--- src/rtl/demux_1_2_stream.sv ---
// Packet-aware 1:2 stream demultiplexer. The destination is latched on a packet's
// first beat; each output has its own one-deep register so the other side keeps draining.
module demux_1_2_stream #(
  parameter int WIDTH = 8
) (
  input  logic             clk,
  input  logic             rst_n,
  input  logic [WIDTH-1:0] in_data,
  input  logic             in_valid,
  input  logic             in_last,
  input  logic             in_sel,
  output logic             in_ready,
  output logic [WIDTH-1:0] out0_data,
  output logic             out0_valid,
  output logic             out0_last,
  input  logic             out0_ready,
  output logic [WIDTH-1:0] out1_data,
  output logic             out1_valid,
  output logic             out1_last,
  input  logic             out1_ready,
  output logic [7:0]       pkt_cnt0,
  output logic [7:0]       pkt_cnt1
);

  typedef enum logic [1:0] {IDLE, ROUTE0, ROUTE1} state_t;

  state_t           state_q, state_d;
  logic             target;
  logic             accept;
  logic [1:0]       valid_q;
  logic [1:0]       last_q;
  logic [1:0]       ready_w;
  logic [1:0]       load_w;
  logic [WIDTH-1:0] data_q [2];
  logic [7:0]       cnt_q  [2];

  assign ready_w = {out1_ready, out0_ready};

  always_comb begin
    target = 1'b0;
    case (state_q)
      IDLE:    target = in_sel;
      ROUTE0:  target = 1'b0;
      ROUTE1:  target = 1'b1;
      default: target = 1'b0;
    endcase
    // Only the selected output's register may stall the input.
    in_ready = !valid_q[target] || ready_w[target];
    accept   = in_valid && in_ready;
    load_w   = {accept && target, accept && !target};

    state_d = state_q;
    if (accept) begin
      if (in_last)     state_d = IDLE;
      else if (target) state_d = ROUTE1;
      else             state_d = ROUTE0;
    end
  end

  always_ff @(posedge clk or negedge rst_n) begin
    if (!rst_n) state_q <= IDLE;
    else        state_q <= state_d;
  end

  genvar gi;
  generate
    for (gi = 0; gi < 2; gi++) begin : g_out
      always_ff @(posedge clk or negedge rst_n) begin
        if (!rst_n) begin
          valid_q[gi] <= 1'b0;
          last_q[gi]  <= 1'b0;
          data_q[gi]  <= '0;
          cnt_q[gi]   <= 8'd0;
        end else begin
          // A load takes priority over a drain so a full register streams 1 beat/cycle.
          if (load_w[gi]) begin
            valid_q[gi] <= 1'b1;
            last_q[gi]  <= in_last;
            data_q[gi]  <= in_data;
            if (in_last) cnt_q[gi] <= cnt_q[gi] + 8'd1;
          end else if (valid_q[gi] && ready_w[gi]) begin
            valid_q[gi] <= 1'b0;
          end
        end
      end
    end
  endgenerate

  assign out0_data  = data_q[0];
  assign out0_valid = valid_q[0];
  assign out0_last  = last_q[0];
  assign out1_data  = data_q[1];
  assign out1_valid = valid_q[1];
  assign out1_last  = last_q[1];
  assign pkt_cnt0   = cnt_q[0];
  assign pkt_cnt1   = cnt_q[1];

endmodule

--- config.mk ---
export PLATFORM = sky130hd
export DESIGN_NAME = demux_1_2_stream
export DESIGN_NICKNAME = d
export VERILOG_FILES = /design/src/rtl/demux_1_2_stream.sv
export SDC_FILE = /design/constraint.sdc
export NUM_CORES = 1
export LEC_CHECK = 0
export ABC_AREA = 1
export CORE_MARGIN = 2
export CORE_UTILIZATION = 52
export CTS_BUF_LIST = sky130_fd_sc_hd__clkbuf_4 sky130_fd_sc_hd__clkbuf_8
export CTS_CLUSTER_DIAMETER = 80
export CTS_CLUSTER_SIZE = 16
export DETAILED_ROUTE_END_ITERATION = 8
export HOLD_SLACK_MARGIN = 0.12
export PLACE_DENSITY = 0.87
export REMOVE_ABC_BUFFERS = 1
export SLEW_MARGIN = 20
export SYNTH_ARGS = -nofsm -noshare
export SYNTH_HDL_FRONTEND = slang
export SYNTH_SLANG_ARGS = --single-unit
--- constraint.sdc ---
create_clock -name clk -period 2 [get_ports clk]
set_clock_uncertainty 0.1 [all_clocks]
set_input_delay 0.4 -clock clk [delete_from_list [all_inputs] [get_ports clk]]
set_output_delay 0.4 -clock clk [all_outputs]
set_load 0.03 [all_outputs]
==> impl_metrics.tcl <==
set metrics [dict create \
    cts_max_path_buffers 2 \
    crit_arrival_ns 1.43 \
    wl_per_cell_um 11.6 \
    max_cap_viol_count 0 \
    overflow 0 \
    yosysUniqueCellTypes 17 \
    pwr-share-comb_pct 48.9 \
    cts_buffers 5 \
    vias_per_cell 4.83 \
    antenna_found_initial 0 \
    final_util_pct 75.7 \
    synth_seq_cells 38 \
    slew_headroom_pct 69.3 \
    power_switching_mw 1.52 \
    grt_pass1_wl_um 6610 \
    dieArea_mm2 0.00392 \
    ys_seq_area_share_pct 53.3 \
    track_usage_pct 21.6 \
    setup-violations-final 0 \
    crit_path_end_kind "output port" \
    postRouteAntennaNets 0 \
    cp.required_ns 1.50 \
    netlist_area_mm2 0.00178 \
    fmax_ghz 0.518 \
    row_count 21 \
    r2r_end "out1_data[0]" \
    clk_latency_ns 0.35 \
    period_needed_ns 1.93 \
    dr.pass1.iters 4 \
    diodes 0 \
    r2r-start "state_q[1]" \
    syn_area_per_cell_um2 8.00 \
    hp-class "reg -> reg" \
    worstMarginPinSlew_ns 0.460 \
    syn_inst 223 \
    crit_fanout 5 \
    holdWs_ns 0.388 \
    drive_above_1_share_pct 8.36 \
    die_w_um 62.6 \
    io-pin-count 52 \
    cp-start-kind "primary input" \
    drt-total-wl_um 3870 \
    cts_tree "yes" \
    intPower_mw 1.99 \
    power_density_mw_per_mm2 1400 \
    min_from "out0_last" \
    final_area_mm2 0.00250 \
    nFillCells 264 \
    core_mm2 0.00331 \
    clkPwrFrac_pct 14.7 \
    remaining_drc_errors 0 \
    holdPathStages 2 \
    fin_cells 333 \
    io_buffers 51 \
    rrSetupSlack_ns 0.51 \
    tns_ns 0 \
    clock-root-buffer "clkbuf_4" \
    place_area_mm2 0.00238 \
    p_leak_nw 1.42 \
    fp.dieH_um 62.6 \
    sw_frac_of_total_pct 43.4 \
    dpl_worst_slack_ns 0.00539 \
    worstSetupPathType "in -> out" \
    first_global_vias 1518 \
    synth_warnings 0 \
    finalPower_mw 3.52 \
    grt_max_degree 21 \
    cts_sinks 38 \
    clk_pin_slew_ns 0.11 \
    h-tree-depth 2 \
    dpl.hpwl_um 2810 \
    nets 303 \
    seqPwrFrac_pct 36.4 \
    drtIter0Drc 111 \
    initial_core_util_pct 53.9 \
    period_share_pct 96.6 \
    hold_viol 0 \
    peakVddDrop_uv 830 \
    placedCellCount 322 \
    ff2ff_path_depth 7 \
    vias 1608 \
    worst_hold_path.endpoint "out0_last" \
    maxSlewViolCount 0 \
    area_growth_syn_to_layout_pct 40.4 \
    status "finished clean" \
    gp_congestion 0.835 \
    setup_ws_ns 0.0686 \
]
==> flip-flops by register name, indices dropped and copies added, names as in the netlist <==
signal      count
out1_data       8
out1_last       1
state_q         2
pkt_cnt1        8
out0_valid      1
pkt_cnt0        8
out0_data       8
out1_valid      1
out0_last       1
==> layout by cell type, fill, tap and decap left out, drive strengths merged <==
cell,count
nand3,11
xor2,3
bufinv,1
o21bai,1
buf,10
nand4,3
nor2,12
dfrtp,38
dlymetal6s2s,10
o21ai,20
clkdlybuf4s50,33
dlygate4sd2,6
nand2,104
ha,2
xnor2,3
clkinv,2
dlygate4sd3,1
clkbuf,5
inv,22
==> cell usage after synthesis (all sizes together) <==
master,n,share of area (%)
inv,22,4.6
ha,2,1.4
xor2,3,1.5
nor2,12,3.5
buf,4,1.1
nand4,3,1.4
nand2,104,22
o21ai,20,5.6
xnor2,3,1.5
nand3,11,3.8
o21bai,1,0.42
dfrtp,38,53
==> worst max path at each step <==
stage | slack [ns] | startpoint | depth (start not counted) | endpoint
3_5_place_dp | 0.005 | in_sel | 5 | in_ready
2_1_floorplan | 0.12 | out0_valid | 3 | in_ready
3_3_place_gp | 0.04 | in_sel | 5 | in_ready
5_1_grt | -0.05 | in_sel | 6 | in_ready
4_1_cts | 0.009 | in_sel | 6 | in_ready
6_report | 0.07 | in_sel | 6 | in_ready
==> worst max-delay path, stage by stage <==
cell,delay [ns]
clkdlybuf4s50_1,0.49
nor2_2,0.06
nor2_4,0.15
nand2_1,0.07
o21ai_1,0.08
buf_4,0.17
==> power by group through the flow <==
stage | registers [mW] | clock network, mW | logic [mW]
finish | 1.28 | 0.518 | 1.72
detailed placement | 1.29 | 0 | 1.73
floorplan | 1.79 | 0 | 0.463
global placement | 1.29 | 0 | 1.69
global route | 1.32 | 0.567 | 1.85
CTS | 1.28 | 0.525 | 1.71
==> what timing repair did <==
action                                  CTS  global route
hold endpoints to repair                 18             0
endpoints found under the setup margin    7            11
hold buffers                              1             0
resized for setup                         7            11
buffers inserted                          0             2
pin swaps                                 0             1
==> area by class of cell <==
| class | instances | area (µm²) | area share (%) |
|---|---|---|---|
| Clock buffer | 5 | 37.5 | 1.50 |
| Multi-Input combinational cell | 159 | 733 | 29.3 |
| Tap cell | 46 | 57.6 | 2.30 |
| Clock inverter | 3 | 40.0 | 1.60 |
| Inverter | 22 | 82.6 | 3.30 |
| Timing Repair Buffer | 60 | 603 | 24.1 |
| Sequential cell | 38 | 951 | 38.0 |
==> kinds of logic (layout without fill, tap and decap cells) <==
logic type                 count (synthesis)  after routing  synth area share, %
adders and majority gates                  2              2                 1.40
AOI/OAI and AO/OA                         21             21                 6.03
xor gates and xnor gates                   6              6                 2.95
DFF                                       38             38                 53.3
buffers and inverters                     26             90                 5.75
and+or+nand+nor                          130            130                 30.6
==> routing by layer <==
metal / part of all wire [%] / up-vias / GRT usage (%) / wire (µm)
met5: 0 / - / 0 / 0
met4: 1.5 / 0 / 11.1 / 59
met3: 6.5 / 7 / 6.49 / 251
met2: 48 / 46 / 35.3 / 1850
met1: 44 / 737 / 25.8 / 1710
li1: - / 818 / - / -
Note: power is estimated with default switching activity, not from simulation.
